**config.mk**
```make
export PLATFORM = sky130hd
export DESIGN_NAME = pipe_stall_ctrl
export DESIGN_NICKNAME = d
export VERILOG_FILES = /design/src/rtl/pipe_stall_ctrl.sv
export SDC_FILE = /design/constraint.sdc
export NUM_CORES = 1
export LEC_CHECK = 0
export ABC_AREA = 1
export BUFFER_PORTS_ARGS = -buffer_cell sky130_fd_sc_hd__buf_2
export CORE_MARGIN = 5
export CORE_UTILIZATION = 40
export DETAILED_ROUTE_END_ITERATION = 12
export GPL_ROUTABILITY_DRIVEN = 1
export GPL_TIMING_DRIVEN = 0
export PLACE_DENSITY = 0.61
export SLEW_MARGIN = 30
export SYNTH_ARGS = -nofsm -noshare
export SYNTH_HDL_FRONTEND = slang
export SYNTH_SLANG_ARGS = --single-unit
export TNS_END_PERCENT = 10
```
**constraint.sdc**
```tcl
create_clock -name clk -period 2.7 [get_ports clk]
set_input_delay 0.675 -clock clk [delete_from_list [all_inputs] [get_ports clk]]
set_output_delay 0.675 -clock clk [all_outputs]
set_load 0.02 [all_outputs]
```
**src/rtl/pipe_stall_ctrl.sv**
```systemverilog
// ============================================================================
//  Module   : pipe_stall_ctrl
//  Brief    : Pipeline stall/flush controller for an N-stage in-order core.
//             Merges level stall requests, a fixed-length timed stall and an
//             exception flush into per-stage stall/flush/bubble controls, and
//             keeps saturating stall/flush performance counters.
//  Revision : 1.0 - initial release
// ============================================================================
`default_nettype none

module pipe_stall_ctrl #(
    parameter int N_STAGES = 5,
    parameter int SEL_W    = 3,
    parameter int LEN_W    = 4,
    parameter int CNT_W    = 32
) (
    input  logic                clk,
    input  logic                rst,
    input  logic [N_STAGES-1:0] stall_req,
    input  logic                timed_valid,
    input  logic [SEL_W-1:0]    timed_stage,
    input  logic [LEN_W-1:0]    timed_len,
    input  logic                flush_req,
    input  logic [SEL_W-1:0]    flush_stage,
    output logic [N_STAGES-1:0] stall,
    output logic [N_STAGES-1:0] flush,
    output logic [N_STAGES-1:0] bubble,
    output logic                timer_busy,
    output logic                overrun,
    output logic [CNT_W-1:0]    stall_cycles,
    output logic [CNT_W-1:0]    flush_count
);

    localparam logic [CNT_W-1:0] C_CNT_MAX = {CNT_W{1'b1}};

    // Timer and counter state
    logic [LEN_W-1:0] r_count_q,        r_count_d;
    logic [SEL_W-1:0] r_tstage_q,       r_tstage_d;
    logic             r_overrun_q,      r_overrun_d;
    logic [CNT_W-1:0] r_stall_cycles_q, r_stall_cycles_d;
    logic [CNT_W-1:0] r_flush_count_q,  r_flush_count_d;

    logic                w_busy;
    logic                w_start;
    logic                w_start_blocked;
    logic                w_timer_flushed;
    logic [N_STAGES-1:0] w_timed_hit;
    logic [N_STAGES-1:0] w_eff;
    logic [N_STAGES-1:0] w_raw_stall;
    logic [N_STAGES-1:0] w_flush;
    logic [N_STAGES-1:0] w_stall;
    logic [N_STAGES-1:0] w_bubble;

    // The timer is busy while any count remains; the issue cycle itself is
    // covered by w_start, so a length-L stall holds for exactly L cycles.
    assign w_busy          = (r_count_q != '0);
    assign w_start         = timed_valid & ~w_busy & (timed_len != '0);
    // A flush covering the requesting stage kills the request before it runs.
    assign w_start_blocked = flush_req & (timed_stage <= flush_stage);
    // A flush covering the owning stage cancels a running timed stall.
    assign w_timer_flushed = flush_req & w_busy & (r_tstage_q <= flush_stage);

    // Per-stage request merge, priority stall vector and flush mask.
    for (genvar i = 0; i < N_STAGES; i++) begin : g_stage
        assign w_timed_hit[i] = (w_busy  & (r_tstage_q  == SEL_W'(i))) |
                                (w_start & (timed_stage == SEL_W'(i)));
        assign w_eff[i]       = stall_req[i] | w_timed_hit[i];
        // An older stage's request holds itself and every younger stage.
        assign w_raw_stall[i] = |w_eff[N_STAGES-1:i];
        // flush_stage beyond the last stage naturally flushes everything.
        assign w_flush[i]     = flush_req & (flush_stage >= SEL_W'(i));
        assign w_stall[i]     = w_raw_stall[i] & ~w_flush[i];
    end

    // A stage emits a bubble when it holds but the next-older stage advances.
    for (genvar i = 0; i < N_STAGES - 1; i++) begin : g_bubble
        assign w_bubble[i] = w_stall[i] & ~w_stall[i+1] & ~w_flush[i+1];
    end
    assign w_bubble[N_STAGES-1] = w_stall[N_STAGES-1];

    // Next-state for the timed-stall timer, overrun flag and counters.
    always_comb begin
        r_count_d        = r_count_q;
        r_tstage_d       = r_tstage_q;
        r_overrun_d      = r_overrun_q;
        r_stall_cycles_d = r_stall_cycles_q;
        r_flush_count_d  = r_flush_count_q;

        if (w_timer_flushed) begin
            r_count_d = '0;
        end else if (w_busy) begin
            r_count_d = r_count_q - LEN_W'(1);
        end else if (w_start && !w_start_blocked) begin
            r_count_d  = timed_len - LEN_W'(1);
            r_tstage_d = timed_stage;
        end

        if (timed_valid && w_busy) begin
            r_overrun_d = 1'b1;
        end

        if (w_stall[0] && (r_stall_cycles_q != C_CNT_MAX)) begin
            r_stall_cycles_d = r_stall_cycles_q + CNT_W'(1);
        end

        if (flush_req && (r_flush_count_q != C_CNT_MAX)) begin
            r_flush_count_d = r_flush_count_q + CNT_W'(1);
        end
    end

    // State registers; reset overrides everything, including a live timer.
    always_ff @(posedge clk) begin
        if (rst) begin
            r_count_q        <= '0;
            r_tstage_q       <= '0;
            r_overrun_q      <= 1'b0;
            r_stall_cycles_q <= '0;
            r_flush_count_q  <= '0;
        end else begin
            r_count_q        <= r_count_d;
            r_tstage_q       <= r_tstage_d;
            r_overrun_q      <= r_overrun_d;
            r_stall_cycles_q <= r_stall_cycles_d;
            r_flush_count_q  <= r_flush_count_d;
        end
    end

    assign stall        = w_stall;
    assign flush        = w_flush;
    assign bubble       = w_bubble;
    assign timer_busy   = w_busy;
    assign overrun      = r_overrun_q;
    assign stall_cycles = r_stall_cycles_q;
    assign flush_count  = r_flush_count_q;

endmodule

`default_nettype wire

```
==> flow_metrics.env, run 1 <==
export IMPL_clock_latency_ns=0.34
export IMPL_drtAntennaViolNets=0
export IMPL_clk_pin_slew_ns=0.05
export IMPL_regArea_sq_um=1441
export IMPL_p_seq_frac=0.409
export IMPL_cts_tree="built"
export IMPL_vias=5309
export IMPL_synth_top_area_frac=0.2958
export IMPL_cp_data_required_time_ns=2.03
export IMPL_path_max_fanout=10
export IMPL_cts_sinks=72
export IMPL_clock_fmax_ghz=0.3773
export IMPL_fin_util=0.4877
export IMPL_slew_headroom=0.6096
export IMPL_period_needed_ns=2.651
export IMPL_syn_inst=821
export IMPL_cts_buffers=9
export IMPL_status="completed"
export IMPL_place_gp_congestion=0.8942
export IMPL_area_growth_pct=19.72
export IMPL_hold_path_startpoint="overrun"
export IMPL_viasPerCell=4.916
export IMPL_hold_ws_ns=0.4847
export IMPL_coreArea_sq_um=11960
export IMPL_cp_start_kind="flop"
export IMPL_synth_most_common_cell="nand2_1"
export IMPL_pwr_share_comb=0.203
export IMPL_antenna_found_initial=0
export IMPL_ys_seq_elements=72
export IMPL_avgRoutedWirePerCell_microns=13.12
export IMPL_synth_commonest_cells="228 x nand2_1, 138 x nor2_1, 113 x inv_1, 72 x dfxtp_1, 63 x nand3_1"
export IMPL_ys_async_sr_fraction=0
export IMPL_drt_first_pass_iters=5
export IMPL_hold_viol=0
export IMPL_synth_nets=849
export IMPL_criticalPathCategory="reg -> out"
export IMPL_cp_startpoint="r_count_q[2]"
export IMPL_p_per_area_nw_per_um2=479.6
export IMPL_synth_cell_types=31
export IMPL_grt_pass1_vias=4713
export IMPL_arrival_ns=1.98
export IMPL_die_h_microns=120.4
export IMPL_die_w_microns=120.4
export IMPL_dr_first_iter_drc_count=300
export IMPL_dpl_hpwl_microns=11120
export IMPL_yosys_top_cells_area="dfxtp_1 30%, nand2_1 18%, nor2_1 11%"
export IMPL_p_switching_mw=0.8380
export IMPL_fillCellCount=1311
export IMPL_synthesis_area_sq_um=4872
export IMPL_yosys_warnings=0
export IMPL_overflow=0
export IMPL_synth_edf_count=0
export IMPL_multi_input_area_sq_um=2849
export IMPL_maxCapViolations=0
export IMPL_seq_area_frac_synth=0.2958
export IMPL_antenna_cells=0
export IMPL_fin_skew_ns=0.007499
export IMPL_track_usage=0.1932
export IMPL_worst_hold_path_type="reg -> reg"
export IMPL_io_pins=100
export IMPL_p_clk_frac=0.388
export IMPL_worstReg2RegStart="stall_cycles[1]"
export IMPL_setup_viol=0
export IMPL_synth_top_cell_by_area="dfxtp_1"
export IMPL_ir_worst_vdd_v=0.0003376
export IMPL_clockBufferDepth=2
export IMPL_final_max_slew_viol_count=0
export IMPL_die_area_sq_um=14490
export IMPL_final_cells=1080
export IMPL_synthFlopType="dfxtp_1"
export IMPL_cts_root_buffer="clkbuf_16"
export IMPL_grt_pass1_wl_microns=22910
export IMPL_htreeDepth=3
export IMPL_avgSynthCellArea_sq_um=5.934
export IMPL_endpoint_kind="output pin"
export IMPL_p_int_mw=1.960
export IMPL_nNetsFinal=959
export IMPL_worst_pin_slew_ns=0.5856
export IMPL_dp_cells=1067
export IMPL_port_buffer_count=99
export IMPL_leakage_nw=2.701
export IMPL_post_route_period_util=0.9818
export IMPL_swShare=0.2995
export IMPL_rows=40
export IMPL_total_power_mw=2.798
export IMPL_initial_core_util=0.4073
export IMPL_grt_max_degree=13
export IMPL_drc=0
export IMPL_hold_buffers=0
export IMPL_drive_gt1_frac=0.1543
export IMPL_drt_total_wl_microns=14170
export IMPL_rsz0062_at_grt="yes"
## layout by cell type, fill, tap and decap left out, types with 12 or more instances in the layout
cell type,n
a21oi_1,38
buf_2,106
dfxtp_1,72
inv_1,113
nand2_1,228
nand3_1,62
nand4_1,41
nor2_1,136
nor3_1,27
o21ai_0,18
xor2_1,12
## metal layers
layer  vias to the layer above  global-route usage  part of all wire
met5                         -                   0                 0
met4                         0             0.06232             0.013
met3                        15             0.02993             0.046
met2                       117              0.2875              0.42
met1                      2343              0.2846              0.52
li1                       2834                   -                 -
## power by group through the flow
stage,Combinational (mW),Clock (mW),Sequential (mW)
6_report,0.569,1.09,1.14
5_1_grt,0.642,1.15,1.15
4_1_cts,0.568,1.12,1.14
3_5_place_dp,0.563,0,1.16
3_3_place_gp,0.562,0,1.16
2_1_floorplan,0.395,0,1.17
## timing repair
action / 4_1_cts / 5_1_grt
resized for setup: 2 / 3
setup endpoints to repair: 3 / 5
pin swaps: 1 / 1
buffers inserted: 1 / 0
## worst paths after layout
| kind | end | slack, ns | depth (start not counted) |
|---|---|---|---|
| hold / removal | overrun | 0.48 | 2 |
| setup / recovery | bubble[0] | 0.05 | 11 |
| setup reg to reg | stall_cycles[12] | 0.62 | 13 |
| hold reg to reg | overrun | 0.48 | 2 |
## metrics by stage
| stage | instance area [sq um] | worst slack (ns) | TNS [ns] |
|---|---|---|---|
| finish | 5833 | 0.04924 | 0 |
| global route | 5833 | -0.08113 | -0.1932 |
| CTS | 5823 | 0.02159 | 0 |
| detailed placement | 5552 | -0.3005 | -0.5379 |
| global placement | 5552 | -0.2867 | -0.5292 |
| floorplan | 4872 | 0.05730 | 0 |
## final cells by class
class	instances	share of cell area
Multi-Input combinational cell	607	0.4884
Sequential cell	72	0.2471
Timing Repair Buffer	100	0.08623
Inverter	115	0.07400
Clock buffer	12	0.04397
Tap cell	147	0.03153
Buffer	26	0.02789
Clock inverter	1	0.0008580
## registers in the layout, summed over array words and instances, names as in the netlist
signal and count:
flush_count 32, stall_cycles 32, r_count_q 4, r_tstage_q 3, overrun 1
## worst max-delay path, cell delays in order (launching register included)
cell	delay [ns]
dfxtp_1	0.31
nor2_2	0.15
nand2_2	0.11
buf_6	0.16
a21oi_1	0.13
nand2_1	0.11
nor2_2	0.16
nand3_4	0.08
buf_6	0.15
nand2_1	0.08
nor2_1	0.05
buf_2	0.15
## cell families (layout without fill, tap and decap cells)
logic type      Yosys count  after routing  share of synthesized area
compound gates           61             61                    0.06574
xor+xnor                 17             17                    0.03056
fa+ha+maj                 9              9                    0.02311
buf+inv                 142            254                     0.1225
flops                    72             72                     0.2958
simple gates            520            520                     0.4623
Power figures use the tool's default switching activity.
==> inputs of run 2 (changes only) <==
==> constraint.sdc (replaced) <==
create_clock -name clk -period 2.6 [get_ports clk]
set_input_delay 0.65 -clock clk [delete_from_list [all_inputs] [get_ports clk]]
set_output_delay 0.65 -clock clk [all_outputs]
set_load 0.02 [all_outputs]
==> flow_metrics.env, run 2 (synthesis gave the netlist of run 1 again) <==
export IMPL_drt_first_pass_iters=5
export IMPL_avgRoutedWirePerCell_microns=13.15
export IMPL_cpPeakStageDelay_ns=0.17
export IMPL_setup_viol=0
export IMPL_dpl_hpwl_microns=11120
export IMPL_cts_root_buffer="clkbuf_16"
export IMPL_overflow=0
export IMPL_hold_buffers=0
export IMPL_path_max_fanout=5
export IMPL_cp_cell_sequence="buf_4 > nor2_4 > nand3_4 > nand2_2 > nor2_4 > a21oi_4 > nand2_1 > nor2_1 > nor2_2 > nor2_1 > buf_4"
export IMPL_rr_endpoint="stall_cycles[12]"
export IMPL_multi_input_area_sq_um=2913
export IMPL_critPathSlowestCell="a21oi_4"
export IMPL_io_pins=100
export IMPL_cts_sinks=72
export IMPL_grt_max_degree=12
export IMPL_area_growth_pct=22.06
export IMPL_clk_pin_slew_ns=0.06
export IMPL_antenna_cells=0
export IMPL_die_w_microns=120.4
export IMPL_fin_skew_ns=0.007208
export IMPL_drt_total_wl_microns=14280
export IMPL_rows=40
export IMPL_track_usage=0.1937
export IMPL_die_area_sq_um=14490
export IMPL_regArea_sq_um=1445
export IMPL_ir_worst_vdd_v=0.0003962
export IMPL_maxCapViolations=0
export IMPL_mostFrequentLayoutCells="226 x nand2_1, 134 x nor2_1, 113 x inv_1"
export IMPL_mostFrequentLayoutCell="nand2_1"
export IMPL_htreeDepth=3
export IMPL_hold_path_startpoint="overrun"
export IMPL_nNetsFinal=965
export IMPL_dp_cells=1067
export IMPL_period_needed_ns=2.524
export IMPL_clock_fmax_ghz=0.3963
export IMPL_path_buf_inv=2
export IMPL_drtAntennaViolNets=0
export IMPL_leakage_nw=2.743
export IMPL_reg2reg_depth=13
export IMPL_fillCellCount=1303
export IMPL_criticalPathCategory="in -> out"
export IMPL_cts_tree="built"
export IMPL_cp_data_required_time_ns=1.95
export IMPL_post_route_period_util=0.9706
export IMPL_status="completed"
export IMPL_drive_gt1_frac=0.1704
export IMPL_die_h_microns=120.4
export IMPL_hold_depth=2
export IMPL_antenna_found_initial=0
export IMPL_p_per_area_nw_per_um2=500.2
export IMPL_fin_area_sq_um=5947
export IMPL_rsz0062_at_grt="no"
export IMPL_arrival_ns=1.87
export IMPL_dr_first_iter_drc_count=351
export IMPL_final_setup_tns_ns=0
export IMPL_ff2ff_setup_slack_ns=0.53
export IMPL_vias=5374
export IMPL_worst_hold_path_endpoint="overrun"
export IMPL_worstReg2RegStart="stall_cycles[1]"
export IMPL_final_max_slew_viol_count=0
export IMPL_hold_viol=0
export IMPL_critPathTopFamily="simple AND/OR/NAND/NOR gates"
export IMPL_drc=0
export IMPL_grt_pass1_wl_microns=22980
export IMPL_grt_pass1_vias=4734
export IMPL_clock_latency_ns=0.34
export IMPL_final_cells=1086
export IMPL_worst_hold_path_type="reg -> reg"
export IMPL_port_buffer_count=99
export IMPL_slew_headroom=0.5949
export IMPL_cp_start_kind="input pin"
export IMPL_place_area_sq_um=5552
export IMPL_viasPerCell=4.948
export IMPL_endpoint_kind="output pin"
export IMPL_clockBufferDepth=2
export IMPL_place_gp_congestion=0.8942
export IMPL_total_power_mw=2.975
export IMPL_cts_buffers=9
export IMPL_coreArea_sq_um=11960
export IMPL_worst_pin_slew_ns=0.6077
export IMPL_initial_core_util=0.4073
## run 2: area by class of cell
class / instances / share of cell area
Timing Repair Buffer: 106 / 0.09299
Inverter: 115 / 0.07259
Multi-Input combinational cell: 607 / 0.4898
Sequential cell: 72 / 0.2430
Clock buffer: 12 / 0.04313
Buffer: 26 / 0.02672
Clock inverter: 1 / 0.0008416
Tap cell: 147 / 0.03093
## run 2: layer usage
layer  part of all wire  global-route usage  wire length, microns
met1               0.51              0.2852                  7332
met2               0.43              0.2885                  6076
met3              0.048             0.02993                   686
met4              0.013             0.06232                   188
met5                  0                   0                     0
## run 2: how the worst max path moves through the flow
| stage | startpoint | to | cells past startpoint |
|---|---|---|---|
| after CTS | r_count_q[0] | bubble[0] | 10 |
| final | timed_len[2] | bubble[0] | 11 |
| after global placement | flush_req | bubble[0] | 7 |
| after floorplan | flush_req | bubble[3] | 7 |
| after global routing | r_count_q[2] | bubble[1] | 12 |
| after detailed placement | flush_req | bubble[0] | 7 |
## run 2: repair_timing
| action | in CTS | in global routing |
|---|---|---|
| pin swaps | 4 | 11 |
| setup buffers | 3 | 4 |
| gates resized for setup | 6 | 20 |
| setup endpoints to repair | 4 | 5 |
## run 2: where the power goes
| group | internal, mW | switching [mW] |
|---|---|---|
| Clock | 0.680 | 0.448 |
| Sequential | 1.15 | 0.0434 |
| Combinational | 0.245 | 0.407 |
## run 2: worst min-delay path: cells and delay by family (launching register included)
kind,cells,cell delay [ns]
flip-flops,1,0.34
AO/OA/AOI/OAI,1,0.05
AND/OR/NAND/NOR,1,0.07
## run 2: through the flow
stage / utilization / setup WS (ns) / hold slack, ns
3_3_place_gp: 0.4641 / -0.3367 / 0.4553
4_1_cts: 0.4884 / 0.003761 / 0.4811
5_1_grt: 0.4972 / 0.001649 / 0.5442
3_5_place_dp: 0.4641 / -0.3505 / 0.4655
6_report: 0.4972 / 0.07640 / 0.4879
2_1_floorplan: - / 0.007296 / 0.4851
==> inputs of run 3 (changes only) <==
--- a/config.mk
+++ b/config.mk
@@ -13,6 +13,7 @@
 export GPL_ROUTABILITY_DRIVEN = 1
 export GPL_TIMING_DRIVEN = 0
 export PLACE_DENSITY = 0.61
+export RECOVER_POWER = 100
 export SLEW_MARGIN = 30
 export SYNTH_ARGS = -nofsm -noshare
 export SYNTH_HDL_FRONTEND = slang
==> constraint.sdc (replaced) <==
create_clock -name clk -period 3.1 [get_ports clk]
set_input_delay 0.775 -clock clk [delete_from_list [all_inputs] [get_ports clk]]
set_output_delay 0.775 -clock clk [all_outputs]
set_load 0.02 [all_outputs]
==> flow_metrics.env, run 3 (synthesis gave the netlist of run 1 again) <==
export IMPL_hold_viol=0
export IMPL_cpPeakStageDelay_ns=0.22
export IMPL_mostFrequentLayoutCells="230 x nand2_1, 140 x nor2_1, 114 x inv_1"
export IMPL_arrival_ns=2.14
export IMPL_maxCapViolations=0
export IMPL_coreArea_sq_um=11960
export IMPL_endpoint_kind="output pin"
export IMPL_swShare=0.2990
export IMPL_cts_buffers=9
export IMPL_drtAntennaViolNets=0
export IMPL_p_int_mw=1.690
export IMPL_cp_start_kind="input pin"
export IMPL_port_buffer_count=99
export IMPL_grt_max_degree=13
export IMPL_cts_sinks=72
export IMPL_leakage_nw=2.343
export IMPL_clock_fmax_ghz=0.3427
export IMPL_fin_area_sq_um=5670
export IMPL_place_gp_congestion=0.8942
export IMPL_die_area_sq_um=14490
export IMPL_p_switching_mw=0.7208
export IMPL_dr_first_iter_drc_count=303
export IMPL_mostFrequentLayoutCell="nand2_1"
export IMPL_clk_pin_slew_ns=0.05
export IMPL_fillCellCount=1364
export IMPL_die_h_microns=120.4
export IMPL_io_pins=100
export IMPL_post_route_period_util=0.9414
export IMPL_worst_hold_path_endpoint="overrun"
export IMPL_hold_depth=2
export IMPL_drt_total_wl_microns=14200
export IMPL_drive_gt1_frac=0.05145
export IMPL_grt_pass1_vias=4711
export IMPL_p_per_area_nw_per_um2=425.1
export IMPL_initial_core_util=0.4073
export IMPL_reg2reg_depth=12
export IMPL_rsz0062_at_grt="no"
export IMPL_cp_cell_sequence="buf_2 > nor2_1 > nand3_1 > nand3_1 > nand2_1 > nor2_2 > nand3_4 > buf_6 > nand2_1 > nor2_1 > buf_2"
export IMPL_die_w_microns=120.4
export IMPL_dpl_hpwl_microns=11120
export IMPL_p_seq_frac=0.413
export IMPL_slew_headroom=0.5986
export IMPL_rr_endpoint="stall_cycles[7]"
export IMPL_grt_pass1_wl_microns=22900
export IMPL_period_needed_ns=2.918
export IMPL_place_area_sq_um=5552
export IMPL_final_max_slew_viol_count=0
export IMPL_rows=40
export IMPL_htreeDepth=3
export IMPL_criticalPathCategory="in -> out"
export IMPL_worst_pin_slew_ns=0.6022
export IMPL_ff2ff_setup_slack_ns=0.59
export IMPL_nNetsFinal=959
export IMPL_track_usage=0.1931
export IMPL_setup_viol=0
export IMPL_p_clk_frac=0.392
export IMPL_hold_path_startpoint="overrun"
export IMPL_fin_util=0.4741
export IMPL_pwr_share_comb=0.195
export IMPL_clock_latency_ns=0.34
export IMPL_antenna_cells=0
export IMPL_ir_worst_vdd_v=0.0002898
export IMPL_fin_ws_ns=0.1816
export IMPL_cp_data_required_time_ns=2.32
export IMPL_critPathTopFamily="simple AND/OR/NAND/NOR gates"
export IMPL_cts_tree="built"
export IMPL_critPathSlowestCell="nor2_2"
export IMPL_status="completed"
export IMPL_worstReg2RegStart="r_count_q[2]"
export IMPL_viasPerCell=4.929
export IMPL_fin_skew_ns=0.006867
export IMPL_worst_hold_path_type="reg -> reg"
export IMPL_drt_first_pass_iters=5
export IMPL_path_buf_inv=3
export IMPL_overflow=0
export IMPL_avgRoutedWirePerCell_microns=13.15
export IMPL_path_max_fanout=10
export IMPL_vias=5323
export IMPL_hold_buffers=0
export IMPL_drc=0
export IMPL_clockBufferDepth=2
export IMPL_antenna_found_initial=0
export IMPL_post_place_ws_ns=-0.1005
export IMPL_area_growth_pct=16.38
export IMPL_cts_root_buffer="clkbuf_16"
run 3: power by group through the flow:
stage	combinational, mW	clock, mW	sequential, mW
2_1_floorplan	0.344	0	1.02
3_3_place_gp	0.489	0	1.01
3_5_place_dp	0.491	0	1.01
4_1_cts	0.493	0.971	0.995
5_1_grt	0.535	1.00	1.00
6_report	0.471	0.945	0.995
run 3: repair_timing:
item                                    in CTS  in global routing
hold endpoints to repair                     0                  0
endpoints found under the setup margin       2                  1
setup buffers                                1                  0
resized for setup                            0                  1
pin swaps                                    1                  0
run 3: worst max-delay path by stage:
stage | from | endpoint | cells after the start
3_5_place_dp | flush_req | bubble[0] | 7
4_1_cts | flush_req | bubble[0] | 6
6_report | timed_len[3] | bubble[0] | 11
2_1_floorplan | flush_req | bubble[3] | 7
5_1_grt | flush_req | bubble[3] | 9
3_3_place_gp | flush_req | bubble[0] | 7
run 3: routing by layer:
layer	up-vias	global-route usage	wire (microns)
met3	17	0.02993	741
met1	2339	0.2844	7312
li1	2833	-	-
met5	-	0	0
met4	0	0.06232	221
met2	134	0.2875	5923
run 3: worst register-to-register path, stage by stage, from the launching register on:
cell      delay [ns]
dfxtp_1         0.31
nor2_1          0.16
nand2_1         0.15
nor2_1          0.22
nand3_1         0.10
nand2_1         0.11
nor2_1          0.07
nand3_4         0.08
clkbuf_1        0.43
clkbuf_1        0.46
nand4_1         0.16
nand2_1         0.10
nor2_1          0.04
run 3: area by class of cell:
class | count | area, sq um | area share
repair buffers | 100 | 401.6 | 0.07083
clock inverters | 1 | 5.005 | 0.0008826
inverters | 115 | 431.7 | 0.07613
well taps | 147 | 183.9 | 0.03244
plain buffers | 26 | 131.4 | 0.02317
clock buffers | 12 | 256.5 | 0.04523
flip-flops and latches | 72 | 1441 | 0.2542
multi-input cells | 607 | 2819 | 0.4971
run 3: through the flow:
| step | instances | power (mW) | hold slack, ns | setup TNS (ns) |
|---|---|---|---|---|
| after detailed placement | 1067 | 1.505 | 0.4655 | -0.1379 |
| after floorplan | 821 | 1.367 | 0.4851 | 0 |
| after global routing | 1080 | 2.536 | 0.5479 | 0 |
| after CTS | 1080 | 2.459 | 0.4811 | 0 |
| after global placement | 1067 | 1.503 | 0.4553 | -0.1230 |
| final | 1080 | 2.411 | 0.4854 | 0 |
